$ cat src/rtl/tree_frame_sequencer.sv
// Byte-serial feature frame assembler and class capture stage for the decision-tree classifier.
// Optional inter-byte idle timeout is enabled by defining TREE_SEQ_TIMEOUT_EN.
module tree_frame_sequencer #(
   parameter int NUM_FEATURES   = 5,
   parameter int CLASS_W        = 2,
   parameter int SETTLE_CYCLES  = 2,
   parameter int TIMEOUT_CYCLES = 255
) (
   input  logic                      clk,
   input  logic                      rst,
   input  logic [7:0]                in_data,
   input  logic                      in_valid,
   input  logic                      in_sof,
   output logic                      in_ready,
   output logic [8*NUM_FEATURES-1:0] feat_vec,
   input  logic [CLASS_W-1:0]        class_in,
   output logic [CLASS_W-1:0]        out_class,
   output logic                      out_valid,
   input  logic                      out_ready,
   output logic                      frame_err,
   output logic [15:0]               frame_cnt
);

   localparam int IW = (NUM_FEATURES > 1) ? $clog2(NUM_FEATURES) : 1;
   localparam int SW = (SETTLE_CYCLES > 0) ? $clog2(SETTLE_CYCLES + 1) : 1;
   localparam logic [IW-1:0] LAST_IDX    = IW'(NUM_FEATURES - 1);
   localparam logic [SW-1:0] SETTLE_INIT = SW'(SETTLE_CYCLES);

   typedef enum logic [1:0] {
      LOAD    = 2'd0,
      SETTLE  = 2'd1,
      PRESENT = 2'd2
   } state_t;

   state_t                    state_r, state_s;
   logic [IW-1:0]             idx_r, idx_s, idx_wr_s;
   logic [SW-1:0]             cnt_r, cnt_s;
   logic [8*NUM_FEATURES-1:0] feat_s;
   logic [CLASS_W-1:0]        class_s;
   logic                      valid_s;
   logic                      err_s;
   logic                      capture_s;
   logic                      accept_s;

`ifdef TREE_SEQ_TIMEOUT_EN
   localparam int TW = (TIMEOUT_CYCLES > 1) ? $clog2(TIMEOUT_CYCLES + 1) : 1;
   localparam logic [TW-1:0] IDLE_LAST = TW'(TIMEOUT_CYCLES - 1);
   logic [TW-1:0] idle_r, idle_s;
`endif

   // in_ready is registered from the next state, so it always mirrors state_r == LOAD
   assign accept_s = in_valid & in_ready;
   assign idx_wr_s = in_sof ? {IW{1'b0}} : idx_r;

   // Next-state and next-output computation for the frame FSM
   always_comb begin
      state_s   = state_r;
      idx_s     = idx_r;
      cnt_s     = cnt_r;
      feat_s    = feat_vec;
      class_s   = out_class;
      valid_s   = out_valid;
      err_s     = 1'b0;
      capture_s = 1'b0;
`ifdef TREE_SEQ_TIMEOUT_EN
      idle_s    = {TW{1'b0}};
`endif
      case (state_r)
         LOAD: begin
            if (accept_s) begin
               // A start-of-frame byte restarts assembly; a partial frame is discarded
               err_s = in_sof & (idx_r != {IW{1'b0}});
               for (int k = 0; k < NUM_FEATURES; k++) begin
                  if (idx_wr_s == IW'(k)) begin
                     feat_s[8*k +: 8] = in_data;
                  end else begin
                     feat_s[8*k +: 8] = feat_s[8*k +: 8];
                  end
               end
               if (idx_wr_s == LAST_IDX) begin
                  idx_s   = {IW{1'b0}};
                  cnt_s   = SETTLE_INIT;
                  state_s = SETTLE;
               end else begin
                  idx_s   = idx_wr_s + IW'(1);
               end
            end else begin
`ifdef TREE_SEQ_TIMEOUT_EN
               if (idx_r == {IW{1'b0}}) begin
                  idle_s = {TW{1'b0}};
               end else if (idle_r == IDLE_LAST) begin
                  idle_s = {TW{1'b0}};
                  idx_s  = {IW{1'b0}};
                  err_s  = 1'b1;
               end else begin
                  idle_s = idle_r + TW'(1);
               end
`else
               idx_s = idx_r;
`endif
            end
         end
         SETTLE: begin
            if (cnt_r == {SW{1'b0}}) begin
               capture_s = 1'b1;
               class_s   = class_in;
               valid_s   = 1'b1;
               state_s   = PRESENT;
            end else begin
               cnt_s     = cnt_r - SW'(1);
            end
         end
         PRESENT: begin
            if (out_ready) begin
               valid_s = 1'b0;
               state_s = LOAD;
            end else begin
               valid_s = 1'b1;
            end
         end
         default: begin
            state_s = LOAD;
            idx_s   = {IW{1'b0}};
            valid_s = 1'b0;
         end
      endcase
   end

   // State and output registers with synchronous reset
   always_ff @(posedge clk) begin
      if (rst) begin
         state_r   <= LOAD;
         idx_r     <= {IW{1'b0}};
         cnt_r     <= {SW{1'b0}};
         feat_vec  <= {(8*NUM_FEATURES){1'b0}};
         out_class <= {CLASS_W{1'b0}};
         out_valid <= 1'b0;
         frame_err <= 1'b0;
         frame_cnt <= 16'd0;
         in_ready  <= 1'b1;
      end else begin
         state_r   <= state_s;
         idx_r     <= idx_s;
         cnt_r     <= cnt_s;
         feat_vec  <= feat_s;
         out_class <= class_s;
         out_valid <= valid_s;
         frame_err <= err_s;
         in_ready  <= (state_s == LOAD);
         if (capture_s) begin
            frame_cnt <= frame_cnt + 16'd1;
         end
      end
   end

`ifdef TREE_SEQ_TIMEOUT_EN
   // Inter-byte idle counter
   always_ff @(posedge clk) begin
      if (rst) begin
         idle_r <= {TW{1'b0}};
      end else begin
         idle_r <= idle_s;
      end
   end
`endif

endmodule

$ cat config.mk
export PLATFORM = sky130hd
export DESIGN_NAME = tree_frame_sequencer
export DESIGN_NICKNAME = d
export VERILOG_FILES = /design/src/rtl/tree_frame_sequencer.sv
export SDC_FILE = /design/constraint.sdc
export NUM_CORES = 1
export LEC_CHECK = 0
export CAP_MARGIN = 20
export CORE_UTILIZATION = 40
export CTS_CLUSTER_SIZE = 12
export DETAILED_ROUTE_END_ITERATION = 12
export DONT_BUFFER_PORTS = 1
export HOLD_SLACK_MARGIN = 0.12
export SKIP_LAST_GASP = 1
export SYNTH_ARGS = -nofsm -noshare
export SYNTH_HDL_FRONTEND = slang
export SYNTH_SLANG_ARGS = --single-unit
$ cat constraint.sdc
create_clock -name clk -period 1.6 [get_ports clk]
set_input_delay 0.08 -clock clk [delete_from_list [all_inputs] [get_ports clk]]
set_output_delay 0.08 -clock clk [all_outputs]
set_load 0.03 [all_outputs]
* Word level (Yosys, flattened, before mapping)
Cells that the tools add are included.
** Operators by class
- Add/subtract/negate cells :: 3
- Equal/unequal tests :: 10
- Bitwise gates (word level) :: 5
- Mux-type cells :: 18
- Reductions and logical operators :: 17
** Operator list (count)
- adder 16 x 1 -> 16 bit (second input constant) :: 1
- AND reduction 3 bit :: 5
- two-way mux 2 bit :: 7
- two-way mux 3 bit :: 3
- != test 2 bit (second input constant) :: 4
- == test 3 x 2 -> 1 bit (second input constant) :: 2
- zero test 2 bit :: 3
- one-hot mux 2 bit (3 select lines) :: 1
- one-hot mux 3 bit (2 select lines) :: 1
- AND reduction 2 bit :: 3
- two-way mux 1 bit :: 4
- one-hot mux 2 bit (2 select lines) :: 1
- AND reduction 4 bit :: 1
- adder 3 x 1 -> 3 bit (second input constant) :: 1
- == test 3 x 1 -> 1 bit (second input constant) :: 1
- == test 3 bit (second input constant) :: 1
- zero test 3 bit :: 1
- NOT 1 bit :: 3
- one-hot mux 1 bit (3 select lines) :: 1
- nonzero test 3 bit :: 1
- OR reduction 3 bit :: 1
- bitwise AND 1 bit :: 2
- == test 2 x 1 -> 1 bit (second input constant) :: 1
- == test 2 bit (second input constant) :: 1
- 3 further kinds :: 3
** Word-level totals
- Logic and storage cells :: 66
- Output and inout bits :: 61
- Register bits after elaboration :: 68
- Bits of input ports :: 15

* Logic depth before layout (Yosys ltp)
Gate-level depths: netlist (run 1).
- Depth in word-level cells :: 6
- Gate-level depth with buffers :: 9
- Depth with buffers taken out :: 7

* Least setup slack after synthesis (run 1)
No wires, ideal clock.
- Path type :: flip-flop to flip-flop
- Start :: register frame_cnt[0]
- End :: register frame_cnt[14]
- Stages on the path, launching flop included :: 6
- Setup time :: 0.070 ns
- Path buffers :: 0
- Arrival time :: 1.571 ns
- Required time :: 1.530 ns
- Setup slack :: -0.041 ns
- Path through :: dfxtp_1 > ha_1 > nand3_2 > nor2_2 > or4b_1 > a21oi_1
** On the way
- Cells in the longest elaborated chain, start to end :: 1
** Ends and longest elaborated chain
- start: declaration :: RTL line 21 : output logic [15:0] frame_cnt
- start signal: assignment :: RTL line 151 : frame_cnt <= frame_cnt + 16'd1;
- adder 16 x 1 -> 16 bit :: RTL line 151
No other way between the ends.
A chain may end at the register's enable or synchronous reset.

* Worst setup path in the final report (run 1)
- Start :: register state_r[0]
- End :: register out_valid
** On the way
- Cells in the longest elaborated chain, start to end :: 3
- Elaborated cells between the ends (all ways) :: 7
- Classes of those cells :: eq/ne (3); mux (1); bitwise (1); reduce/logical (2)
** Ends and longest elaborated chain
- start: declaration :: RTL line 35 : state_t state_r, state_s;
- start signal: assignment :: RTL line 142 : state_r <= state_s;
- == test 2 x 1 -> 1 bit / zero test 2 bit (equally long branches) :: RTL line 68 : case (state_r)
- != test 2 bit (no line) / NOT 1 bit (equally long branches)
- AND reduction 2 bit (no line)
- end signal: assignment :: RTL line 147 : out_valid <= valid_s;
- end: declaration :: RTL line 18 : output logic out_valid,
Several ways; a longest one is shown, not always the timed one.

==> results_dict.tcl, run 1 <==
set metrics [dict create \
    switching_power_mw 0.882 \
    wl_per_cell_um 15.1 \
    cp_max_fo 3 \
    yosysSeqAreaShare_pct 48.1 \
    fin_util_pct 53.0 \
    hold_violations 0 \
    cp-start-kind "flip-flop" \
    initial_core_util_pct 41.4 \
    synthFlopType "dfxtp_1" \
    synth-edff-count 0 \
    worstHoldPathType "in2reg" \
    syn-num-nets 337 \
    rsz0062_at_grt "yes" \
    path_delay_family "simple AND/OR/NAND/NOR gates" \
    criticalPathCategory "reg2reg" \
    multi_input_area_um2 1500 \
    synth.area.top_cells "dfxtp_1 48%, mux2i_1 8.5%, nand2_1 6.2%, nor2_1 5.6%, ha_1 4.9%" \
    critPathMaxStageDelay_ps 480 \
    clk_pin_slew_ps 80 \
    antenna_cells 0 \
    grt_pass1_vias 2126 \
    grt_antenna_before_repair 0 \
    syn_avg_cell_area_um2 9.10 \
    ys.warnings.count 0 \
    p_seq_share_pct 51.8 \
    tightestPinTransition_ps 400 \
    share_comb_of_total_power_pct 5.0 \
    layout.cells.most_common_list "61 x dfxtp_1, 47 x nand2_1, 42 x nor2_1" \
    total_power_mw 3.42 \
    critPathBufInv 1 \
    fin_crit_sh_pct 96.5 \
    grt_overflow 0 \
    fin_crit_ps 1540 \
    ys_types 46 \
    clock-root-buffer "clkbuf_8" \
    pwr_density_cell_nw_per_um2 944 \
    h-tree-depth 3 \
    grt_first_pass_wirelength_mm 10.5 \
    fillers 659 \
    clockPowerShare_pct 43.1 \
    layout_commonest_cell "dfxtp_1" \
    route.detailed.drc 0 \
    p_int_mw 2.54 \
    netlist_instances 311 \
    cts_buffers 9 \
    slew_violations 0 \
    drtIter0Drc 92 \
    cp.arrival_ps 1820 \
    async_flop_share_pct 0 \
    regArea_um2 1370 \
    crit_required_ps 1880 \
    yosysTopAreaCellShare_pct 48.1 \
    io_buffers 0 \
    maxSlewHeadroom_pct 73.3 \
    insertion_delay_ps 350 \
    first_pass_iters 4 \
    clockBufferDepth 2 \
    drtAntennaViolNets 0 \
    die_x_um 86.1 \
    vias 2289 \
    top_level_ports 76 \
    fin_hold_ws_ps 173 \
    grt_start_max_net_pins 69 \
    fin_nets 378 \
    switching_share_pct 25.8 \
    cap_violations 0 \
    dp_hpwl_mm 4.48 \
    fmax_mhz 648 \
    synth-seq-cells 68 \
    crit_chain "inv_1 > ha_1 > nor2b_2 > nor2_1 > or4_1 > a21oi_1" \
    place.gp.congestion 0.806 \
    die_y_um 86.1 \
    num_rows 30 \
    die_area_um2 7420 \
    area_growth_pct 28.0 \
    cts_sinks 68 \
    yosys.area.top_type "dfxtp_1" \
    syn_area_um2 2830 \
    cp-end-kind "flip-flop" \
    cts_tree "yes" \
    status "complete, no violations" \
    core_um2 6830 \
    p_leak_nw 1.51 \
    setup_viol 0 \
    clock_skew_ps 11.3 \
    grt_usage_pct 18.4 \
    ir_drop_uv 598 \
    drt-total-wl_mm 6.83 \
    routed_via_density 5.05 \
    critical_path.slowest_cell "or4_1" \
    layout-drive-gt1-share_pct 21.8 \
]
[layer usage]
metal | GRT usage, % | wire [um] | vias up
met3 | 8.28 | 594 | 14
met4 | 7.42 | 127 | 0
met2 | 28.6 | 3170 | 62
met5 | 0 | 0 | -
met1 | 22.2 | 2930 | 1069
li1 | - | - | 1144
[Yosys cell counts, drive strengths merged, types with 5 or more instances]
library cell  count
buf               7
clkbuf            7
o21ai             5
nand2            47
nor2             43
nand3            12
nand4             5
inv               8
mux2i            24
a21oi            27
dfxtp            68
xor2              7
ha               11
[per-stage QoR]
stage / worst slack (ps) / instance area (um^2) / instances / setup TNS (ps)
6_report: 56.0 / 3620 / 453 / 0
5_1_grt: -15.1 / 3620 / 453 / -30.2
3_3_place_gp: -32.4 / 3120 / 422 / -32.4
3_5_place_dp: -64.9 / 3120 / 422 / -67.4
4_1_cts: 0.206 / 3500 / 453 / 0
2_1_floorplan: -0.473 / 2840 / 311 / -0.473
[cells by family after synthesis]
logic type,Yosys count,synth area share (%)
AND/OR/NAND/NOR,132,22.8
flip-flops,68,48.1
AO/OA/AOI/OAI,43,8.84
multiplexers,25,8.89
buffers and inverters,22,3.40
adder cells (fa/ha/maj),11,4.86
XOR/XNOR,10,3.09
[flip-flops by register name (all words and copies together), names as in the netlist]
register   count
feat_vec      40
frame_cnt     16
idx_r          3
cnt_r          2
out_class      2
state_r        2
frame_err      1
in_ready       1
out_valid      1
[what timing repair did]
item | in CTS | in global routing
endpoints found under the setup margin | 3 | 40
buffers inserted | 0 | 0
hold endpoints to repair | 68 | 0
pin swaps | 0 | 2
hold buffers | 15 | 0
resized for setup | 3 | 23
[power groups by stage]
| stage | clock (mW) | combinational, mW | sequential [mW] |
|---|---|---|---|
| final | 1.48 | 0.172 | 1.77 |
| after global routing | 1.60 | 0.184 | 1.78 |
| after CTS | 1.51 | 0.157 | 1.77 |
| after detailed placement | 0 | 0.0788 | 1.81 |
| after global placement | 0 | 0.0763 | 1.81 |
| after floorplan | 0 | 0.0888 | 1.80 |
[worst paths after layout]
| path | from | end | slack (ps) | depth (start not counted) |
|---|---|---|---|---|
| max | state_r[0] | out_valid | 60 | 6 |
| min | in_sof | state_r[0] | 170 | 3 |
| max reg2reg | state_r[0] | out_valid | 60 | 6 |
| min reg2reg | frame_cnt[1] | frame_cnt[1] | 500 | 2 |
[worst reg2reg max path, cell delays in order, from the launching register on]
cell	delay (ps)
dfxtp_2	350
inv_1	120
ha_1	170
nor2b_2	150
nor2_1	80
or4_1	480
a21oi_1	140
[cell type report]
| class | count | share of cell area [%] |
|---|---|---|
| timing repair buffer | 44 | 11.0 |
| tap | 96 | 3.31 |
| multi-input combinational | 221 | 41.4 |
| clock inverter | 7 | 2.24 |
| sequential | 68 | 37.8 |
| clock buffer | 9 | 3.42 |
| inverter | 8 | 0.829 |
Power figures use the tool's default switching activity.
==> run 2, diff against run 1 <==
--- a/config.mk
+++ b/config.mk
@@ -5,12 +5,14 @@
 export SDC_FILE = /design/constraint.sdc
 export NUM_CORES = 1
 export LEC_CHECK = 0
+export ABC_AREA = 1
 export CAP_MARGIN = 20
-export CORE_UTILIZATION = 40
+export CORE_UTILIZATION = 56
 export CTS_CLUSTER_SIZE = 12
 export DETAILED_ROUTE_END_ITERATION = 12
 export DONT_BUFFER_PORTS = 1
 export HOLD_SLACK_MARGIN = 0.12
+export PLACE_DENSITY = 0.74
 export SKIP_LAST_GASP = 1
 export SYNTH_ARGS = -nofsm -noshare
 export SYNTH_HDL_FRONTEND = slang
==> run 2 against run 1 <==
Compared with the run above:
- sequential cell count unchanged
- register-to-register slack improved by 50 ps
- via count is 13% higher
- global-route usage grew 6.9 points
- clock power grew 26%
- sequential share of layout area increased by 0.059 points
- first-iteration DRC count up 49%
- non-clock buffer count decreased by 10
- largest cell class is now sequential cells
- largest power group is now clock
==> results_dict.tcl, run 2 <==
set metrics [dict create \
    drtIter0Drc 137 \
    maxSlewHeadroom_pct 74.7 \
    crit_end "feat_vec[20]" \
    num_rows 26 \
    slew_violations 0 \
    area_growth_pct 20.3 \
    fin_crit_ps 1490 \
    drt-total-wl_mm 6.72 \
    synthFlopType "dfxtp_1" \
    die_area_um2 5630 \
    pwr_density_cell_nw_per_um2 1080 \
    die_x_um 75.1 \
    core_um2 5140 \
    cts_sinks 68 \
    yosysSeqAreaShare_pct 45.5 \
    route.detailed.drc 0 \
    vias 2588 \
    io_buffers 0 \
    rsz0062_at_grt "yes" \
    grt_antenna_before_repair 0 \
    synth.area.top_cells "dfxtp_1 46%, nor2_1 8.4%, o21ai_0 7.7%, inv_1 7.0%, nand2_1 7.0%" \
    timing.rr.start "state_r[0]" \
    dp_hpwl_mm 4.60 \
    r2r_end "feat_vec[20]" \
    grt_overflow 0 \
    cp_max_fo 16 \
    clock_skew_ps 11.2 \
    cp-end-kind "flip-flop" \
    status "complete, no violations" \
    async_flop_share_pct 0 \
    fmax_mhz 671 \
    yosysTopAreaCellShare_pct 45.5 \
    cap_violations 0 \
    grt_first_pass_wirelength_mm 10.5 \
    cp-start-kind "flip-flop" \
    critPathLaunch "state_r[0]" \
    synth_common_cells "68 x dfxtp_1, 67 x nor2_1, 56 x inv_1, 56 x nand2_1, 46 x o21ai_0" \
    layout.cells.most_common_list "68 x dfxtp_1, 66 x nor2_1, 56 x inv_1" \
    layout.cells.non_filler 508 \
    clock-root-buffer "clkbuf_8" \
    routed_via_density 5.09 \
    syn_area_um2 2990 \
    ys_types 26 \
    top_regs "feat_vec x40, frame_cnt x16, idx_r x3" \
    crit_required_ps 1830 \
    h-tree-depth 3 \
    netlist_instances 398 \
    largest-register "feat_vec" \
    layout_commonest_cell "dfxtp_1" \
    grt_pass1_vias 2384 \
    dp.cells 477 \
    clockBufferDepth 2 \
    ys.warnings.count 0 \
    fin_crit_sh_pct 93.1 \
    first_pass_iters 6 \
    initial_core_util_pct 58.2 \
    grt_usage_pct 25.3 \
    insertion_delay_ps 340 \
    synth-seq-cells 68 \
    syn_avg_cell_area_um2 7.51 \
    grt_start_max_net_pins 59 \
    layout-drive-gt1-share_pct 13.5 \
    drtAntennaViolNets 0 \
    cts_buffers 9 \
    largest_reg_flops 40 \
    synth-edff-count 0 \
    top_level_ports 76 \
    ir_drop_uv 809 \
    fin_nets 459 \
    worst-r2r-cell-count 7 \
    die_y_um 75.1 \
    clk_pin_slew_ps 80 \
    fin_util_pct 69.9 \
    yosys.area.top_type "dfxtp_1" \
    yosys.cell_count.top_type "dfxtp_1" \
    criticalPathCategory "reg2reg" \
    setup_viol 0 \
    antenna_cells 0 \
    syn-num-nets 424 \
    r2r_slack_ps 110 \
    wl_per_cell_um 13.2 \
    p_leak_nw 1.48 \
    hold_violations 0 \
    place.gp.congestion 0.796 \
    cts_tree "yes" \
    worstHoldPathType "in2reg" \
    cp.arrival_ps 1720 \
    tightestPinTransition_ps 378 \
]
[run 2: cell types whose count changed after synthesis, moves of 7 or more]
cell / previous run / this run
inv_1: 8 / 56
o21ai_0: 4 / 46
nor2_1: 42 / 67
mux2i_1: 24 / 0
a21oi_1: 27 / 36
nand2_1: 47 / 56
nand3_1: 8 / 17
xor2_1: 7 / 0
[run 2: critical path: stages, from the launching register on]
cell      delay (ps)
dfxtp_1          350
inv_1             90
ha_2             250
nand3_4          120
clkinv_4         110
nand3_4          170
o21ai_1          230
a21oi_1           70
[run 2: cell families after synthesis]
kind of cell	Yosys count	synth area share, %
flip-flops	68	45.5
adder cells (fa/ha/maj)	11	4.60
buffers and inverters	71	10.0
AND/OR/NAND/NOR	157	24.0
AO/OA/AOI/OAI	91	15.8
[run 2: where the power goes]
part	total, mW	switching, mW	internal [mW]
registers	1.81	0.0810	1.72
clock network	1.87	0.672	1.20
logic	0.187	0.116	0.0712
total	3.87	0.868	3.00
[run 2: per-layer routing]
layer	vias to the layer above	wire length (um)	GRT usage, %
met1	1145	2760	27.0
met3	16	528	8.17
met5	-	0	0
li1	1345	-	-
met2	82	3270	44.2
met4	0	160	13.8
[run 2: worst min-delay path by stage]
stage	from	to	slack [ps]	cells past startpoint
6_report	in_sof	idx_r[0]	100	4
3_3_place_gp	rst	idx_r[2]	150	1
5_1_grt	in_sof	idx_r[0]	160	4
3_5_place_dp	rst	idx_r[1]	150	1
2_1_floorplan	in_data[0]	feat_vec[32]	210	2
4_1_cts	in_valid	state_r[1]	140	5
[run 2: area by class of cell]
class	count	area, um^2
clock buffer	9	124
timing repair buffer	34	303
inverter	61	234
sequential	68	1360
tap	70	87.6
multi-input combinational	259	1340
clock inverter	7	146
fill	439	1550
[run 2: timing repair]
action / CTS / global route
hold buffers: 14 / 0
gates resized for setup: 2 / 6
setup endpoints to repair: 3 / 35
hold endpoints to repair: 67 / 0
buffers inserted: 0 / 1
pin swaps: 0 / 1
[run 2: through the flow]
stage	hold slack (ps)	worst slack [ps]	total power [mW]	cell area [um^2]	setup TNS, ps
after floorplan	215	118	1.96	2990	0
after global placement	152	56.0	1.97	3170	0
after detailed placement	153	5.60	1.98	3170	0
after CTS	144	25.9	3.89	3580	0
after global routing	157	-31.8	3.99	3590	-95.0
final	102	110	3.87	3590	0
==> run 3, diff against run 2 <==
--- a/config.mk
+++ b/config.mk
@@ -7,12 +7,11 @@
 export LEC_CHECK = 0
 export ABC_AREA = 1
 export CAP_MARGIN = 20
-export CORE_UTILIZATION = 56
+export CORE_UTILIZATION = 44
 export CTS_CLUSTER_SIZE = 12
 export DETAILED_ROUTE_END_ITERATION = 12
 export DONT_BUFFER_PORTS = 1
 export HOLD_SLACK_MARGIN = 0.12
-export PLACE_DENSITY = 0.74
 export SKIP_LAST_GASP = 1
 export SYNTH_ARGS = -nofsm -noshare
 export SYNTH_HDL_FRONTEND = slang
==> run 3 against run 2 <==
Compared with the run above:
- largest cell class unchanged
- combinational power about the same
- worst setup slack better by 12 ps
- clock skew down 4.5 ps
- sequential cell count is the same
- wire length up 7.2%
- the flow now finishes with violations (design-rule violations)
==> results_dict.tcl, run 3 (synthesis results as in run 2) <==
set metrics [dict create \
    first_pass_iters 8 \
    vias 2562 \
    ir_drop_uv 616 \
    timing.rr.start "state_r[0]" \
    die_x_um 84.4 \
    core_um2 6460 \
    fin_nets 461 \
    maxSlewHeadroom_pct 72.6 \
    fmax_mhz 677 \
    route.detailed.drc 10 \
    path_delay_family "simple AND/OR/NAND/NOR gates" \
    grt_usage_pct 21.6 \
    layout-drive-gt1-share_pct 14.1 \
    cap_violations 0 \
    rsz0062_at_grt "yes" \
    grt_first_pass_wirelength_mm 11.9 \
    antenna_cells 0 \
    die_y_um 84.4 \
    pwr_density_cell_nw_per_um2 954 \
    fin_crit_ps 1480 \
    place.gp.congestion 0.784 \
    clockBufferDepth 2 \
    violations "design-rule violations" \
    status "finished, violations left" \
    cp.arrival_ps 1720 \
    drtAntennaViolNets 0 \
    grt_overflow 0 \
    drtIter0Drc 158 \
    num_rows 29 \
    cp-start-kind "primary input" \
    tightestPinTransition_ps 410 \
    dp.cells 486 \
    critPathBufInv 3 \
    cp-end-kind "flip-flop" \
    cts_buffers 9 \
    r2r_slack_ps 140 \
    layout.cells.most_common_list "67 x dfxtp_1, 64 x nor2_1, 56 x inv_1, 56 x nand2_1, 38 x o21ai_0" \
    finalWorstSetupSlack_ps 122 \
    dp_slack_ps 55.2 \
    largest-register "feat_vec" \
    top_level_ports 76 \
    initial_core_util_pct 46.3 \
    layout.cells.non_filler 517 \
    layout_commonest_cell "dfxtp_1" \
    wl_per_cell_um 13.9 \
    slew_violations 0 \
    grt_pass1_vias 2387 \
    top_regs "feat_vec x40, frame_cnt x16, idx_r x3" \
    setup_viol 0 \
    worstHoldPathType "in2reg" \
    cts_tree "yes" \
    fin_util_pct 54.9 \
    die_area_um2 7130 \
    io_buffers 0 \
    final.setup.tns_ps 0 \
    crit_top_cell "nand2_1" \
    grt_start_max_net_pins 43 \
    critPathMaxStageDelay_ps 540 \
    insertion_delay_ps 350 \
    critPathLaunch "in_sof" \
    crit_required_ps 1840 \
    routed_via_density 4.96 \
    clock_skew_ps 6.64 \
    fin_crit_sh_pct 92.4 \
    hold_violations 0 \
    clock-root-buffer "clkbuf_8" \
    dp_hpwl_mm 5.01 \
    grt_antenna_before_repair 0 \
    critical_path.slowest_cell "dlygate4sd3_1" \
    drt-total-wl_mm 7.20 \
    p_leak_nw 1.46 \
    cp_max_fo 5 \
    cts_sinks 68 \
    crit_chain "dlygate4sd3_1 > inv_1 > nand2_1 > ha_1 > nand2_1 > nand2_1 > nand3b_1 > nand2_1 > nand2_1 > inv_1" \
    h-tree-depth 3 \
    clk_pin_slew_ps 80 \
    largest_reg_flops 40 \
    area_growth_pct 18.7 \
    criticalPathCategory "in2reg" \
    min-delay-start "in_valid" \
]
==> run 3: worst min-delay path, cell delays in order <==
cell	delay [ps]
nand2_1	30
nand2_1	130
nand4_1	110
nand2_1	60
nor2_1	40
==> run 3: per-stage QoR <==
| step | instance area (um^2) | hold WS, ps | power [mW] |
|---|---|---|---|
| 6_report | 3550 | 149 | 3.38 |
| 5_1_grt | 3550 | 158 | 3.53 |
| 2_1_floorplan | 2990 | 215 | 1.96 |
| 3_5_place_dp | 3190 | 155 | 1.98 |
| 3_3_place_gp | 3190 | 152 | 1.98 |
| 4_1_cts | 3520 | 133 | 3.42 |
==> run 3: path summary, 6_finish.rpt <==
kind | cells after the start | to
max | 10 | in_ready
max reg2reg | 7 | feat_vec[12]
min | 5 | cnt_r[0]
min reg2reg | 2 | idx_r[1]
==> run 3: power breakdown <==
| group | internal, mW | total, mW | switching, mW |
|---|---|---|---|
| combinational | 0.0718 | 0.189 | 0.117 |
| sequential | 1.72 | 1.81 | 0.0819 |
| clock | 0.719 | 1.39 | 0.668 |
| total | 2.52 | 3.38 | 0.868 |
==> run 3: cell type report <==
class	instances	area (um^2)
fillers	634	2910
flip-flops and latches	68	1360
multi-input cells	259	1350
repair buffers	36	318
inverters	61	234
clock buffers	10	128
well taps	77	96.3
clock inverters	6	63.8
==> run 3: what timing repair did <==
item	4_1_cts	5_1_grt
hold buffers	14	0
gates resized for setup	0	15
buffers inserted	0	1
endpoints found under the hold margin	65	0
setup endpoints to repair	0	24
==> run 3: routing by layer <==
metal	vias up	part of all wire, %	wire length (um)	track usage, %
met5	-	0	0	0
met4	0	1.8	126	6.63
met3	13	7.5	541	8.26
met2	73	47	3390	35.2
met1	1128	44	3140	26.5
li1	1348	-	-	-
